===== src/rtl/column_stream_source.sv =====
// column_stream_source
//   Fetches one angular slice (both half-panel columns) from the slice-image
//   BRAM per theta_tick, assembles it into column_data and offers it to the
//   HUB75 column driver on a valid/ready handshake. Also owns the theta
//   (rotational position) counter, re-zeroed by the hall-sensor index pulse.
//
//   Optional build macro: COLUMN_SRC_TEST_PATTERN_EN
//     defined   -> pixels are (fetch_theta + half*NUM_ROWS + row) mod 2**RGB_RES,
//                  bram_data ignored, identical timing
//     undefined -> pixels come from bram_data
//
// Ports
//   clk_in, rst_in     clock, synchronous active-high reset
//   theta_tick         advance to next slice (1-cycle pulse)
//   index_in           hall index; next fetch is slice 0
//   bram_addr          read address, holds outside FETCH
//   bram_data          read data, BRAM_LATENCY cycles behind bram_addr
//   column_data        [half][row] pixel words
//   theta              slice of current / most recent column_data
//   tvalid, tready     output handshake
//   missed_tick        sticky: a tick was dropped
module column_stream_source #(
    parameter int ROTATIONAL_RES = 1024,
    parameter int NUM_ROWS       = 64,
    parameter int RGB_RES        = 9,
    parameter int BRAM_LATENCY   = 2
) (
    input  logic                                        clk_in,
    input  logic                                        rst_in,
    input  logic                                        theta_tick,
    input  logic                                        index_in,
    output logic [$clog2(ROTATIONAL_RES*2*NUM_ROWS)-1:0] bram_addr,
    input  logic [RGB_RES-1:0]                          bram_data,
    output logic [1:0][NUM_ROWS-1:0][RGB_RES-1:0]       column_data,
    output logic [$clog2(ROTATIONAL_RES)-1:0]           theta,
    output logic                                        tvalid,
    input  logic                                        tready,
    output logic                                        missed_tick
);
    localparam int ADDR_W = $clog2(ROTATIONAL_RES*2*NUM_ROWS);
    localparam int TH_W   = $clog2(ROTATIONAL_RES);
    localparam int IDX_W  = $clog2(2*NUM_ROWS);
    localparam int DR_W   = $clog2(BRAM_LATENCY+1);

    typedef enum logic [1:0] {IDLE, FETCH, DRAIN, VALID} state_t;
    state_t state, state_nxt;

    logic [TH_W-1:0]   theta_cnt;
    logic [TH_W-1:0]   theta_inc;
    logic              pending;
    logic [IDX_W-1:0]  fetch_cnt;
    logic [DR_W-1:0]   drain_cnt;
    logic [ADDR_W-1:0] base_addr;
    logic [RGB_RES-1:0] pix;

    // Index travels alongside the address so each return lands in its slot;
    // stage 0 is aligned with bram_addr, stage BRAM_LATENCY with bram_data.
    logic [BRAM_LATENCY:0]            vld_pipe;
    logic [BRAM_LATENCY:0][IDX_W-1:0] idx_pipe;

    // Flat view: element [half][row] sits at half*NUM_ROWS+row, i.e. the fetch index.
    logic [2*NUM_ROWS-1:0][RGB_RES-1:0] col_flat;
    assign column_data = col_flat;

    logic start, fetch_last, drain_done, handshake;
    assign start      = (state == IDLE) && !tvalid && (theta_tick || pending);
    assign fetch_last = (state == FETCH) && (fetch_cnt == IDX_W'(2*NUM_ROWS-1));
    assign drain_done = (state == DRAIN) && (drain_cnt == DR_W'(BRAM_LATENCY));
    assign handshake  = tvalid && tready;

    assign theta_inc = (theta_cnt == TH_W'(ROTATIONAL_RES-1)) ? '0 : theta_cnt + TH_W'(1);
    assign base_addr = ADDR_W'(theta) * ADDR_W'(2*NUM_ROWS);

`ifdef COLUMN_SRC_TEST_PATTERN_EN
    logic [31:0] pat_sum;
    always_comb begin
        pat_sum = 32'(theta) + 32'(idx_pipe[BRAM_LATENCY]);
        pix     = pat_sum[RGB_RES-1:0];
    end
`else
    assign pix = bram_data;
`endif

    always_ff @(posedge clk_in) begin
        if (rst_in) state <= IDLE;
        else        state <= state_nxt;
    end

    always_comb begin
        state_nxt = state;
        case (state)
            IDLE:    if (start)      state_nxt = FETCH;
            FETCH:   if (fetch_last) state_nxt = DRAIN;
            DRAIN:   if (drain_done) state_nxt = VALID;
            VALID:   if (handshake)  state_nxt = IDLE;
            default:                 state_nxt = IDLE;
        endcase
    end

    always_ff @(posedge clk_in) begin
        if (rst_in) begin
            theta_cnt   <= '0;
            theta       <= '0;
            pending     <= 1'b0;
            missed_tick <= 1'b0;
            fetch_cnt   <= '0;
            drain_cnt   <= '0;
            bram_addr   <= '0;
            vld_pipe    <= '0;
            idx_pipe    <= '0;
            col_flat    <= '0;
            tvalid      <= 1'b0;
        end else begin
            // index_in on a starting edge makes this fetch slice 0 and the next one slice 1
            if (start) begin
                theta     <= index_in ? '0 : theta_cnt;
                theta_cnt <= index_in ? TH_W'(1) : theta_inc;
            end else if (index_in) begin
                theta_cnt <= '0;
            end

            // One-deep tick buffer. If a pending fetch starts on the same edge
            // as a live tick, the live tick takes the pending slot.
            if (start) begin
                pending <= pending && theta_tick;
            end else if (theta_tick) begin
                if (pending) missed_tick <= 1'b1;
                else         pending     <= 1'b1;
            end

            if (start)               fetch_cnt <= '0;
            else if (state == FETCH) fetch_cnt <= fetch_cnt + IDX_W'(1);

            if (state == FETCH) bram_addr <= base_addr + ADDR_W'(fetch_cnt);

            drain_cnt <= (state == DRAIN) ? drain_cnt + DR_W'(1) : '0;

            vld_pipe <= {vld_pipe[BRAM_LATENCY-1:0], state == FETCH};
            idx_pipe <= {idx_pipe[BRAM_LATENCY-1:0], fetch_cnt};

            if (vld_pipe[BRAM_LATENCY]) col_flat[idx_pipe[BRAM_LATENCY]] <= pix;

            if (drain_done)     tvalid <= 1'b1;
            else if (handshake) tvalid <= 1'b0;
        end
    end
endmodule


===== config.mk =====
export PLATFORM = sky130hd
export DESIGN_NAME = column_stream_source
export DESIGN_NICKNAME = d
export VERILOG_FILES = /design/src/rtl/column_stream_source.sv
export SDC_FILE = /design/constraint.sdc
export NUM_CORES = 2
export LEC_CHECK = 0
export CORE_AREA = 2 2 462 464
export DETAILED_ROUTE_END_ITERATION = 8
export DIE_AREA = 0 0 464 466
export PLACE_DENSITY = 0.45
export SYNTH_ARGS = -nofsm -noshare
export SYNTH_HDL_FRONTEND = slang
export SYNTH_SLANG_ARGS = --single-unit

===== constraint.sdc =====
create_clock -name clk_in -period 2 [get_ports clk_in]
set_clock_uncertainty 0.05 [all_clocks]
set_input_delay 0.4 -clock clk_in [delete_from_list [all_inputs] [get_ports clk_in]]
set_output_delay 0.4 -clock clk_in [all_outputs]
set_load 0.01 [all_outputs]

# Word level (Yosys, flattened, before mapping)
# Cells that the tools add are included.
word_totals:
  regBits: 1227
  latchBits: 0
  ramBits: 0
  romBits: 0
  in_bits: 14
  output_inout_bits: 1181
  elab_cells: 191
  memories: 0
op_classes:
  add_sub_neg: 4
  n_mul: 0
  n_div: 0
  order_cmp: 2
  n_eq_ne: 10
  n_shift: 0
  mux: 16
  bitwise: 2
  n_reduce_logical: 16
ops:
  columns: ["cell", "n"]
  rows:
  - ["1152-bit bitwise mux", 1]
  - ["9-bit demux with 7-bit select", 1]
  - ["10-bit two-way mux", 4]
  - ["17-bit by 7-bit adder with 17-bit output", 1]
  - ["10-bit by 1-bit adder with 10-bit output (second input constant)", 1]
  - ["10-bit == test (second input constant)", 1]
  - ["9-bit two-way mux", 1]
  - ["7-bit by 8-bit less-than comparator with 1-bit output (second input constant)", 1]
  - ["2-bit two-way mux", 4]
  - ["2-bit != test (second input constant)", 4]
  - ["2-bit one-hot mux with 4 select lines", 1]
  - ["7-bit by 1-bit adder with 7-bit output (second input constant)", 1]
  - ["7-bit == test (second input constant)", 1]
  - ["7-bit by 1-bit greater-or-equal comparator with 1-bit output (second input constant)", 1]
  - ["1-bit logical AND", 7]
  - ["2-bit == test (second input constant)", 3]
  - ["1-bit two-way mux", 4]
  - ["4-bit AND reduction", 1]
  - ["2-bit nonzero test", 2]
  - ["2-bit OR reduction", 2]
  - ["3-bit AND reduction", 1]
  - ["2-bit by 1-bit adder with 2-bit output (second input constant)", 1]
  - ["2-bit by 1-bit == test with 1-bit output (second input constant)", 1]
  - ["2-bit logical NOT", 1]
  - ["3 further kinds", 4]

# Logic depth before layout (Yosys ltp)
logic_depth:
  word_depth: 5
  mapped_depth: 8
  mapped_depth_nobuf: 6

# Least setup slack after synthesis
# No wires, ideal clock.
synth_path:
  path_type: "reg-to-reg"
  from: "register theta_cnt[0]"
  to: "register theta_cnt[3]"
  setup_ps: 117
  t_arrival_ps: 1673
  t_required_ps: 1833
  setup_slack_ps: 161
  stages_incl_launch_ff: 7
  path_buffers: 1
  synth_period_minus_slack_ps: 1839
  path_cell_list: "dfxtp_1 -> ha_1 -> nand3_1 -> or3_1 -> clkbuf_1 -> a31o_1 -> a22o_1"
synth_via:
  elab_chain_len: 4
synth_rtl:
  columns: ["item", "line", "source"]
  rows:
  - ["from (decl)", "48", "logic [TH_W-1:0] theta_cnt;"]
  - ["from (signal assigned)", "117", "theta_cnt <= index_in ? TH_W'(1) : theta_inc;"]
  - ["10-bit by 1-bit adder with 10-bit output / 10-bit == test (equally long branches)", "71", "assign theta_inc = (theta_cnt == TH_W'(ROTATIONAL_RES-1)) ? '0 : theta_cnt + TH_W'(1);"]
  - ["10-bit two-way mux *", "71", null]
  - ["10-bit two-way mux *", "117", null]
  - ["10-bit two-way mux *", "115", "if (start) begin"]
# Every way passes the cells marked *; elsewhere a longest branch is shown, timed or not.
# A chain may end at the register's enable or synchronous reset.

# Worst setup path after layout
layout_path:
  from: "register col_flat (netlist bit column_data[690])"
  to: "output port column_data[690] (netlist name)"
layout_rtl:
  columns: ["item", "line", "source"]
  rows:
  - ["from (decl)", "62", "logic [2*NUM_ROWS-1:0][RGB_RES-1:0] col_flat;"]
  - ["from (signal, indexed assignment)", "141", "if (vld_pipe[BRAM_LATENCY]) col_flat[idx_pipe[BRAM_LATENCY]] <= pix;"]
  - ["to (decl)", "34", "output logic [1:0][NUM_ROWS-1:0][RGB_RES-1:0] column_data,"]
# No word-level cell between the ends.

==> out/qor.txt <==
Max VDD drop = 892 uV
status = complete, no violations
number of global-route vias before repair = 40,000
Layout area overhead = 49.3%
Req. time, crit path = 1550 ps
GPL Wtd Cong = 0.822
num rows = 169
Crit Path Class = reg -> out
vias per cell = 4.43
fmax = 516 MHz
actual slew at the worst max-slew pin = 876 ps
die area = 0.216 sq mm
Crit Path Max Fanout = 2
worst path arrival time = 1490 ps
hold slack = 218 ps
detailed placement HPWL = 152,000 microns
Register Area = 0.0246 sq mm
Worst-Skew Late Latency = 830 ps
synthesized area per cell = 8.76 sq um
P_leak = 27.4 nW
switching share of power = 0.243
IO Port Bufs = 1,194
Ports = 1,195
worst r2r dst = column_data[95]
All-Layer GR Usage = 0.192
total power = 54.5 mW
Pre-Repair DR Iteration Count = 6
worst-path cell chain = clkdlybuf4s15_1
EDFF count, synth = 0
Post-Syn Nets = 5,153
H-tree lvl count = 4
clk slew on worst S/H paths = 60 ps
Slowest-stage cell, CP = dfxtp_1
Gate Count Post-Synth = 5,131
CP startpoint kind = register
drc violations = 0
RSZ-0062 raised after global routing = yes
area post-placement = 0.0629 sq mm
initial antenna violation count = 6
count of unique library cells instantiated by Yosys = 53
clock buffer depth = 3
critical path's top delay family = flip-flops
Levels on crit path = 1
antenna viol nets, final = 0
final setup TNS = 0 ps
Critical Path Sink Type = primary output
r2r startpoint = idx_pipe[18]
fin crit share = 0.969
Routed WL per cell = 23.1 microns
fin crit period = 1940 ps
Rel. slew slack = 0.416
CTS Buf Count = 150
Min-Delay Path Class = in -> reg
synthesized flop and latch total = 1,227
commonest non-fill, non-tap cell in the layout = dfxtp_1
Crit. Startpoint = column_data[690]
max_cap viols = 0
DIE WIDTH = 464 microns
reg2reg path depth = 7
clock share of power = 0.506
first-pass GRT wire length = 303,000 microns
max-slew violation count = 0
Async S/R FF share, synth = 0
largest net degree at the start of global routing = 140
crit-path max cell delay = 340 ps
most frequent cells in the layout = dfxtp_1 (1,212), nand2_1 (940), dlygate4sd2_1 (793)
FILL cells = 22,200
count of final setup violators = 0
internal power = 41.3 mW
area of the core = 0.211 sq mm
CP bufs+invs = 1
Top FF cell, synth = dfxtp_1
NetSw = 13.2 mW
share of cells above drive strength 1 = 0.141
Seq/Total Area, Yosys = 0.547
R2R Setup Slk = 110 ps
clk sinks = 1,227
die extent in y = 466 microns
Multi-input gate area = 0.0185 sq mm
Setup crit end = column_data[690]
final wirelength = 215,000 microns
Pwr per Cell Area = 813 mW/mm^2
Initial Utilization = 0.213
Comb power frac = 0.044
sequential power share = 0.450
root buffer cell = clkbuf_16
Via Count = 41,300
Ys Warns = 0
nets = 6,419
CTS tree = yes
Hold Vio Cnt, Final = 0
drt initial violations = 2,665
total grt overflow = 0
post-synthesis cell area = 0.0449 sq mm
design area = 0.0671 sq mm
==> repair_timing <==
action,CTS,global route
setup endpoints to repair,1728,260
hold buffers,10,0
gates resized for setup,1769,52
endpoints found under the hold margin,197,0
buffers inserted,0,4
gates cloned,0,0
pin swaps,2,1
==> layer usage <==
layer	track usage	part of all wire
met4	0.0724	0.035
met1	0.228	0.41
met3	0.0600	0.077
met5	0	0
met2	0.321	0.48
==> worst min-delay path by stage <==
stage,to,slack [ps],startpoint,cells past startpoint
floorplan,drain_cnt[0],340,drain_cnt[0],1
global placement,drain_cnt[0],350,drain_cnt[0],1
detailed placement,drain_cnt[0],360,drain_cnt[0],1
CTS,pending,130,theta_tick,3
global route,pending,220,theta_tick,3
finish,theta_cnt[6],220,index_in,3
==> state kept, by name, summed over array words and instances, names as in the netlist <==
name / count
theta_cnt: 10
theta: 10
drain_cnt: 2
bram_addr: 17
vld_pipe: 3
fetch_cnt: 7
state: 2
tvalid: 1
pending: 1
missed_tick: 1
idx_pipe: 21
column_data: 1152
==> power groups by stage <==
| stage | logic (mW) | clock network, mW | registers (mW) |
|---|---|---|---|
| floorplan | 1.16 | 0 | 25.1 |
| global placement | 2.42 | 0 | 25.1 |
| global route | 2.55 | 29.4 | 24.5 |
| CTS | 2.44 | 28.4 | 24.5 |
| detailed placement | 2.42 | 0 | 25.1 |
| finish | 2.40 | 27.6 | 24.5 |
==> cell usage after synthesis (4+ instances only) <==
master | n | area (sq um)
mux2i_1 | 407 | 4070
a22o_1 | 11 | 96.3
buf_4 | 8 | 60.1
nand2_1 | 949 | 3560
nor2_4 | 18 | 203
nand3_1 | 641 | 3210
inv_1 | 7 | 26.3
buf_2 | 134 | 671
nor2b_1 | 28 | 175
nor2_8 | 22 | 440
nor4bb_1 | 4 | 40.0
nor2_1 | 426 | 1600
a21oi_1 | 769 | 3850
nand4_1 | 10 | 62.6
clkbuf_1 | 314 | 1180
buf_6 | 4 | 45.0
ha_1 | 8 | 100
and2_1 | 11 | 68.8
dfxtp_1 | 1227 | 24600
nand4b_1 | 12 | 105
buf_1 | 13 | 48.8
and4bb_2 | 5 | 62.6
nor4b_1 | 5 | 43.8
xor2_1 | 4 | 35.0
o21ai_0 | 47 | 235
==> worst register-to-register path, delay by kind of cell, from the launching register on <==
| kind | cells | cell delay [ps] |
|---|---|---|
| and+or+nand+nor | 3 | 730 |
| AOI/OAI and AO/OA | 1 | 70 |
| buffers and inverters | 3 | 600 |
| DFF | 1 | 310 |
==> stage by stage <==
stage                      util  setup slack [ps]  instances
after floorplan               -               161       5131
after global placement    0.298              -193       9052
after detailed placement  0.298              -220       9052
after CTS                 0.318            0.0319       9331
after global routing      0.318             -4.56       9336
final                     0.318              61.6       9336
==> layout make-up <==
cell class / instances / area share
inverter: 7 / 0.000392
antenna: 1 / 0.0000373
tap: 2821 / 0.0526
clock inverter: 48 / 0.00852
sequential: 1227 / 0.366
multi-input combinational: 3420 / 0.275
timing repair buffer: 1591 / 0.231
clock buffer: 221 / 0.0655
==> cell families (layout without fill, tap and decap cells) <==
group | count (synthesis) | count (layout) | synth area share
other cells | 0 | 1 | 0
xor+xnor | 7 | 7 | 0.00136
mux | 407 | 407 | 0.0906
buf+inv | 484 | 1867 | 0.0459
simple gates | 2153 | 2153 | 0.217
compound gates | 845 | 845 | 0.0963
flops | 1227 | 1227 | 0.547
fa+ha+maj | 8 | 8 | 0.00223
Note: power is estimated with default switching activity, not from simulation.
